**src/rtl/uart_key_decoder.sv**
```systemverilog
// uart_key_decoder
//   Turns bytes from a UART receiver into one-cycle key pulses for a game
//   controller. Plain keys (WASD, Enter, Space) are decoded in one byte.
//   ANSI arrow keys (ESC '[' A/B/C/D) are decoded through a three-state FSM.
//   An escape sequence is abandoned without error if the gap between its
//   bytes exceeds TIMEOUT_CYCLES.
//
// Ports
//   clk        system clock (UART clock domain)
//   reset      asynchronous, active-low reset
//   rx_data    received byte, sampled only while rx_valid is high
//   rx_valid   one-cycle strobe qualifying rx_data
//   up, down, left, right, enter, space
//              one-cycle key pulses; at most one is high in any cycle
//   key_valid  high in the same cycle as any key pulse
//   key_code   0 none, 1 up, 2 down, 3 left, 4 right, 5 enter, 6 space;
//              holds its value until the next key_valid
//   seq_error  one-cycle pulse when an escape sequence is malformed
module uart_key_decoder #(
  parameter int unsigned TIMEOUT_CYCLES = 1000000
) (
  input  logic       clk,
  input  logic       reset,
  input  logic [7:0] rx_data,
  input  logic       rx_valid,
  output logic       up,
  output logic       down,
  output logic       left,
  output logic       right,
  output logic       enter,
  output logic       space,
  output logic       key_valid,
  output logic [2:0] key_code,
  output logic       seq_error
);

  typedef enum logic [1:0] {
    IDLE,
    ESC,
    CSI
  } state_t;

  localparam logic [2:0] K_NONE  = 3'd0;
  localparam logic [2:0] K_UP    = 3'd1;
  localparam logic [2:0] K_DOWN  = 3'd2;
  localparam logic [2:0] K_LEFT  = 3'd3;
  localparam logic [2:0] K_RIGHT = 3'd4;
  localparam logic [2:0] K_ENTER = 3'd5;
  localparam logic [2:0] K_SPACE = 3'd6;

  localparam logic [23:0] TO_LAST = 24'(TIMEOUT_CYCLES - 1);

  state_t      state, state_n;
  logic [23:0] cnt, cnt_n;
  logic [2:0]  key_n;
  logic        err_n;

  // Next state, next counter value and the key/error to be registered.
  always_comb begin
    state_n = state;
    cnt_n   = cnt;
    key_n   = K_NONE;
    err_n   = 1'b0;

    case (state)
      IDLE: begin
        // Holding the counter at zero in IDLE gives the clear-on-entry.
        cnt_n = '0;
        if (rx_valid) begin
          case (rx_data)
            8'h77, 8'h57: key_n = K_UP;
            8'h73, 8'h53: key_n = K_DOWN;
            8'h61, 8'h41: key_n = K_LEFT;
            8'h64, 8'h44: key_n = K_RIGHT;
            8'h0D, 8'h0A: key_n = K_ENTER;
            8'h20:        key_n = K_SPACE;
            8'h1B:        state_n = ESC;
            default:      ;
          endcase
        end
      end

      ESC: begin
        // A byte arriving in the timeout cycle still takes priority.
        if (rx_valid) begin
          cnt_n = '0;
          if (rx_data == 8'h5B) begin
            state_n = CSI;
          end else begin
            state_n = IDLE;
            err_n   = 1'b1;
          end
        end else if (cnt == TO_LAST) begin
          state_n = IDLE;
          cnt_n   = '0;
        end else if (cnt != '1) begin
          cnt_n = cnt + 24'd1;
        end
      end

      CSI: begin
        if (rx_valid) begin
          cnt_n   = '0;
          state_n = IDLE;
          case (rx_data)
            8'h41:   key_n = K_UP;
            8'h42:   key_n = K_DOWN;
            8'h43:   key_n = K_RIGHT;
            8'h44:   key_n = K_LEFT;
            default: err_n = 1'b1;
          endcase
        end else if (cnt == TO_LAST) begin
          state_n = IDLE;
          cnt_n   = '0;
        end else if (cnt != '1) begin
          cnt_n = cnt + 24'd1;
        end
      end

      default: begin
        state_n = IDLE;
        cnt_n   = '0;
      end
    endcase
  end

  always_ff @(posedge clk or negedge reset) begin
    if (!reset) begin
      state     <= IDLE;
      cnt       <= '0;
      up        <= 1'b0;
      down      <= 1'b0;
      left      <= 1'b0;
      right     <= 1'b0;
      enter     <= 1'b0;
      space     <= 1'b0;
      key_valid <= 1'b0;
      key_code  <= K_NONE;
      seq_error <= 1'b0;
    end else begin
      state     <= state_n;
      cnt       <= cnt_n;
      up        <= (key_n == K_UP);
      down      <= (key_n == K_DOWN);
      left      <= (key_n == K_LEFT);
      right     <= (key_n == K_RIGHT);
      enter     <= (key_n == K_ENTER);
      space     <= (key_n == K_SPACE);
      key_valid <= (key_n != K_NONE);
      if (key_n != K_NONE) begin
        key_code <= key_n;
      end
      seq_error <= err_n;
    end
  end

endmodule

```
**config.mk**
```make
export PLATFORM = sky130hd
export DESIGN_NAME = uart_key_decoder
export DESIGN_NICKNAME = d
export VERILOG_FILES = /design/src/rtl/uart_key_decoder.sv
export SDC_FILE = /design/constraint.sdc
export NUM_CORES = 1
export LEC_CHECK = 0
export ABC_CLOCK_PERIOD_IN_PS = 1900
export CELL_PAD_IN_SITES_DETAIL_PLACEMENT = 2
export CELL_PAD_IN_SITES_GLOBAL_PLACEMENT = 2
export CORE_MARGIN = 2
export CORE_UTILIZATION = 33
export DETAILED_ROUTE_END_ITERATION = 6
export PLACE_DENSITY = 0.84
export SLEW_MARGIN = 20
export SYNTH_ARGS = -nofsm -noshare
export SYNTH_HDL_FRONTEND = slang
export SYNTH_SLANG_ARGS = --single-unit
```
**constraint.sdc**
```tcl
create_clock -name clk -period 1.9 [get_ports clk]
set_clock_uncertainty 0.15 [all_clocks]
set_input_delay 0.285 -clock clk [delete_from_list [all_inputs] [get_ports clk]]
set_output_delay 0.285 -clock clk [all_outputs]
set_load 0.005 [all_outputs]
```
==> Word-level counts from Yosys, hierarchy flattened <==
Cells that the tools add are included.
{ "totals": {"regBits": 37, "latchBits": 0, "ramBits": 0, "romBits": 0, "in_bits": 11, "output_inout_bits": 11, "elab_cells": 71, "memories": 0} }
{ "classes": {"addsub": 1, "n_mul": 0, "div": 0, "magnitude_cmp": 0, "eq_ne": 28, "n_shift": 0, "muxes": 21, "bitwise": 0, "n_reduce_logical": 10} }
{ "op_table": {"columns": ["op", "count"], "rows": [
  ["24-bit 2-to-1 mux", 4],
  ["8-bit by 7-bit == test with 1-bit output, second input constant", 11],
  ["24-bit by 1-bit adder with 24-bit output, second input constant", 1],
  ["24-bit by 20-bit == test with 1-bit output, second input constant", 1],
  ["24-bit != test, second input constant", 1],
  ["3-bit one-hot mux with 6 select lines", 1],
  ["8-bit by 4-bit == test with 1-bit output, second input constant", 2],
  ["2-bit 2-to-1 mux", 6],
  ["3-bit one-hot mux with 4 select lines", 1],
  ["2-bit OR reduction", 6],
  ["3-bit == test, second input constant", 3],
  ["8-bit by 5-bit == test with 1-bit output, second input constant", 1],
  ["8-bit by 6-bit == test with 1-bit output, second input constant", 1],
  ["3-bit by 2-bit == test with 1-bit output, second input constant", 2],
  ["3-bit 2-to-1 mux", 2],
  ["2-bit one-hot mux with 3 select lines", 1],
  ["3-bit one-hot mux with 2 select lines", 1],
  ["1-bit 2-to-1 mux", 4],
  ["4-bit by 1-bit != test with 1-bit output, second input constant", 1],
  ["4-bit OR reduction", 1],
  ["3-bit by 1-bit == test with 1-bit output, second input constant", 1],
  ["3-bit nonzero test", 1],
  ["2-bit by 1-bit == test with 1-bit output, second input constant", 1],
  ["2-bit == test, second input constant", 1],
  ["5 further kinds", 5]
]} }

==> Logic depth before layout (Yosys ltp) <==
{ "logic_depth": {"word_depth": 6, "ltp_mapped": 9, "mapped_depth_nobuf": 7} }

==> Least setup slack after synthesis <==
No wires, ideal clock.
{ "synth_timing": {"path_kind": "flip-flop to flip-flop", "from": "register state[0]", "to": "register cnt[0]", "arrival_ns": 1.730, "required_ns": 1.625, "path_slack_ns": -0.105, "path_stages_with_launch": 9, "n_path_buf": 1, "synth_period_minus_slack_ns": 2.005, "cell_sequence": "dfrtp_1 -> inv_1 -> ha_1 -> nand3b_1 -> or2_2 -> nor3_4 -> buf_6 -> nor2_1 -> mux2_2"} }
{ "synth_between": {"elab_chain_cells": 3, "word_cells_on_any_way": 5} }
{ "synth_rtl": {"columns": ["item", "line_no", "source"], "rows": [
  ["start, declared", "53", "state_t state, state_n;"],
  ["start signal, assigned", "141", "state <= state_n;"],
  ["2-bit == test / 2-bit by 1-bit == test with 1-bit output (equally long branches)", "65", "case (state)"],
  ["2-bit OR reduction (no line) (*)", null, null],
  ["4-bit by 1-bit != test with 1-bit output (no line) / 24-bit 2-to-1 mux (equally long branches)", null, null],
  ["end signal, assigned", "142", "cnt <= cnt_n;"],
  ["end, declared", "54", "logic [23:0] cnt, cnt_n;"]
]} }
Every way passes the cells marked *; elsewhere a longest branch is shown, timed or not.
A chain may end at the register's enable or synchronous reset.

==> Worst setup path after layout <==
{ "layout_timing": {"from": "register state[0]", "to": "register cnt[21]"} }
Same word-level chain as after synthesis.

==> out/metrics.yaml <==
placed_design:
  port_buffers: 21
  place_congestion: 0.837
  dpl.hpwl_um: 5720
global_route:
  grt_start_max_net_pins: 38
  antenna_found_initial: 0
  grt_pass1_wl_um: 14600
  groute.usage.overall_pct: 25.4
  grt_overflow: 0
  grt_pass1_vias: 2627
cells_and_area:
  syn_to_final_growth_pct: 59.7
  nFillCells: 670
  antennaDiodeCount: 0
  nNetsFinal: 347
  layout-drive-gt1-share_pct: 47.6
critical_path:
  crit_slowest_cell: "dfrtp_1"
  cp_max_fo: 6
  cp_common_cell: "buf_6"
  worstSetupEndpointType: "flop"
  worst-path-buf-inv: 3
  crit_path_max_incr_delay_ns: 0.41
  required_ns: 1.98
  critPathKind: "reg2reg"
  worstPathCellList: "inv_2 > ha_4 > nand3b_1 > or2_4 > nor3_4 > buf_6 > buf_6 > or3_1 > a21oi_1"
  start_kind: "flop"
  crit_family: "simple AND/OR/NAND/NOR gates"
  cp.arrival_ns: 2.22
  r2r_setup_slack_ns: -0.24
logic_synthesis:
  yosysMostFrequentCell: "dfrtp_1"
  ys_seq_area_share_pct: 40.3
  syn-cell-area_um2: 2300
  ys_types: 56
  synthTopCellsByCount: "dfrtp_1 (37), nor2_1 (22), nand2_1 (13)"
  async_reset_ff_share_pct: 100
  syn_inst: 237
  yosys.area.top_type_share_pct: 40.3
  avgSynthCellArea_um2: 9.70
  ys.flop_type: "dfrtp_1"
  yosysWarnings: 0
  synthTopCellsByArea: "dfrtp_1 (40%), xnor2_1 (4.6%), nor2_1 (3.6%), and3_1 (3.0%), ha_1 (2.7%)"
  synth_edf_count: 0
  ys_ff_latch: 37
  synth.largest_area_cell: "dfrtp_1"
  syn_nets: 253
status:
  outcome: "complete, but fails checks"
  violations: "negative setup slack"
timing:
  worstMarginPinSlew_ns: 0.515
  finalCriticalPeriod_ns: 2.14
  slew-limit-headroom_pct: 65.6
  setup_tns_ns: -3.77
  hold_ws_ns: 0.402
  rsz0062_at_grt: "yes"
  setup_viol: 34
  post-route-period-util_pct: 112
  slew_viol_final: 0
  hold_viol_final: 0
  timing.fmax_mhz: 468
  fin_ws_ns: -0.236
job:
  drv_cap: 0
route:
  routed_via_density: 5.78
  ant_nets: 0
  wl_per_cell_um: 26.1
  firstDrtPassIters: 4
  vias: 2380
  route.detailed.drc: 0
  wl_um: 10800
  first_iter_violations: 94
floorplanning:
  start_util_pct: 34.0
  io_pins: 22
  fp.dieH_um: 87.5
  row_count: 30
  core_area_um2: 6760
  dieArea_um2: 7650
  die_w_um: 87.5
clocking:
  cts_buffers: 5
  clock-sinks: 37
  clk_path_buf_depth: 2
  cts_tree: "built"
  clock-root-buffer: "clkbuf_8"
  htree_levels: 2
  clock_latency_ns: 0.32
  path_clk_slew_ns: 0.10
pwr:
  leakagePower_nw: 1.59
  powerDensity_nw_per_um2: 657
  peakVddDrop_v: 0.000429
hold_path:
  hold_path.class: "reg2reg"
-- metal layers --
| metal | vias up | wire (um) | GRT usage, % |
|---|---|---|---|
| li1 | 1067 | - | - |
| met1 | 1233 | 4130 | 28.4 |
| met2 | 58 | 6020 | 48.6 |
| met3 | 22 | 243 | 3.60 |
| met4 | 0 | 371 | 8.67 |
| met5 | - | 0 | 0 |
-- worst min-delay path: stages (launching register included) --
cell	delay (ns)
dfrtp_1	0.40
inv_1	0.06
o21ai_1	0.06
-- final timing paths --
path,from,end,cells past startpoint
min in group asynchronous,reset,cnt[21],3
max reg2reg,state[0],cnt[21],9
max in group asynchronous,reset,cnt[22],3
max,state[0],cnt[21],9
min,key_code[0],key_code[0],2
min reg2reg,key_code[0],key_code[0],2
-- kinds of logic after synthesis --
group,synth area share (%)
compound gates,17.9
xor+xnor,5.72
fa+ha+maj,2.72
buf+inv,4.19
flops,40.3
mux,0.925
simple gates,28.3
-- final cells by class --
class / count / area [um2] / share of cell area (%)
Clock buffer: 5 / 68.8 / 1.88
Multi-Input combinational cell: 183 / 1660 / 45.2
Tap cell: 80 / 100 / 2.73
Timing Repair Buffer: 96 / 812 / 22.1
Inverter: 8 / 33.8 / 0.921
Sequential cell: 37 / 926 / 25.2
Clock inverter: 3 / 68.8 / 1.88
-- through the flow --
stage / std cells / area, um2 / power [mW] / utilization, % / worst slack, ns
final: 412 / 3670 / 2.41 / 54.3 / -0.236
after global routing: 412 / 3670 / 2.50 / 54.3 / -0.304
after CTS: 403 / 3410 / 2.27 / 50.5 / -0.0991
after detailed placement: 387 / 2980 / 1.34 / 44.1 / -0.494
after global placement: 387 / 2980 / 1.30 / 44.1 / -0.331
after floorplan: 237 / 2310 / 1.06 / - / -0.0333
-- registers in the layout, indices dropped and copies added, names as in the netlist --
name,count
cnt,24
down,1
enter,1
key_code,3
key_valid,1
left,1
right,1
seq_error,1
space,1
state,2
up,1
-- placed cells by master (no fill, tap or decap), types with 3 or more instances in the layout --
master	count
and4_1	3
a21oi_1	8
nand2_1	9
nand3_1	6
and3_4	3
o211ai_1	4
clkdlybuf4s50_1	14
a211oi_1	3
clkdlybuf4s15_1	3
inv_1	5
nor4_4	3
or3_4	6
o21ai_1	3
dfrtp_1	37
xnor2_1	12
nor3_4	3
and3_1	8
buf_4	63
nor3b_1	4
nand4_1	6
nor2_2	4
buf_6	11
clkbuf_8	5
a21oi_2	9
nand3b_1	3
nor2_1	17
o21ai_2	6
nand2_2	3
o311a_4	3
-- power breakdown --
group	leakage, nW	switching [mW]	internal [mW]
logic	1.01	0.334	0.325
clock network	0.0687	0.358	0.529
registers	0.509	0.0309	0.833
total	1.59	0.723	1.69
-- repair_timing --
action,CTS,global route
cloned,0,0
hold buffers,1,0
buffers inserted,7,10
endpoints found under the setup margin,37,36
pin swaps,27,26
gates resized for setup,48,47
hold endpoints to repair,37,0
Note: power is estimated with default switching activity, not from simulation.
==> RTL change, RTL diff (same flow settings) <==
Remove the register `key_valid`: a continuous assignment takes its place, so the output `key_valid` follows one clock earlier. Comments in the files are not updated.
--- a/src/rtl/uart_key_decoder.sv
+++ b/src/rtl/uart_key_decoder.sv
@@ -136,3 +136,2 @@
       space     <= 1'b0;
-      key_valid <= 1'b0;
       key_code  <= K_NONE;
@@ -148,3 +147,2 @@
       space     <= (key_n == K_SPACE);
-      key_valid <= (key_n != K_NONE);
       if (key_n != K_NONE) begin
@@ -156,2 +154,4 @@
 
+  assign key_valid = (key_n != K_NONE);
+
 endmodule
Formal check against the unedited RTL: not equivalent (a bounded check fails within 4 cycles, from zero or initial values and one cycle with reset low).
==> RTL change against the unedited design <==
  * The run now fails in global routing (5_1_grt)
  * Synthesized cell count grew 7.2%
  * Synthesized area is the same
==> RTL change: results (changes against the unedited design) <==
Place
  • Placed insts: 429 (was 387)
  • Pre-CTS WS: -1.11 ns (was -0.494 ns)
  • GPL Wtd Cong: 0.818 (was 0.837)
  • IO Port Bufs: 21 (unchanged)
  • HPWL Detailed: 7.31 mm (was 5.72 mm)

Clocking
  • Max H-tree Level: 2 (unchanged)
  • Root Driver: clkbuf_8 (unchanged)
  • Clock Sinks: 36 (was 37)
  • Max clock buf depth: 2 (unchanged)

GRT
  • Largest net degree at the start of global routing: 37

Status
  • Halt Stage: global routing (5_1_grt)
  • Tool Error: [ERROR DPL-0033] detailed placement checks failed during check placement.
  • Outcome: aborted with a tool error (was finished with violations)

Synthesis
  • XOR/XNOR share of the synthesized area: 3.43% (was 5.72%)
  • Register area share after synthesis: 39.2% (was 40.3%)
  • Multiplexer share of the synthesized area: 1.85% (was 0.925%)
  • Yosys cell types: 55 (was 56)
  • Synth top area share: 39.2% (was 40.3%)
  • Syn Nets: 270 (was 253)
  • Most instantiated cells after synthesis: 36 x dfrtp_1, 24 x nor2_1, 19 x nand2_1, 15 x nand3_1, 13 x a21oi_1 (was 37 x dfrtp_1, 22 x nor2_1, 13 x nand2_1, 12 x a21oi_1, 12 x xnor2_1)
  • Compound-gate portion of the synthesized area: 15.5% (was 17.9%)
  • Synth Flop Type: dfrtp_1 (unchanged)
  • Synth top area cells: dfrtp_1 39%, nor2_1 3.9%, nand3_1 3.3%, nand2_1 3.1%, a21oi_1 2.8% (was dfrtp_1 40%, xnor2_1 4.6%, nor2_1 3.6%, and3_1 3.0%, ha_1 2.7%)
  • Largest family of logic cells by synthesized area: simple AND/OR/NAND/NOR gates (unchanged)
  • Syn Inst Count: 254 (was 237)
## RTL change: cell count changes after synthesis, sizes merged, moves of 6 or more
cell    change
or4         +6
nand3       +7
clkbuf      +8
and3        -8
nand2       +6
## RTL change: timing repair
item,CTS
hold buffers,1
buffers inserted,31
hold endpoints to repair,36
pin swaps,24
setup endpoints to repair,37
gates resized for setup,81
cloned,2
## RTL change: kinds of logic after synthesis
family                   Yosys count
AND/OR/NAND/NOR                  130
AO/OA/AOI/OAI                     50
flip-flops                        36
buffers and inverters             20
XOR/XNOR                           9
adder cells (fa/ha/maj)            5
multiplexers                       4
## RTL change: through the flow
stage	hold WS, ns	area [sq um]
2_1_floorplan	-0.161	2440
3_3_place_gp	0.114	3310
3_5_place_dp	0.122	3310
4_1_cts	0.337	3950
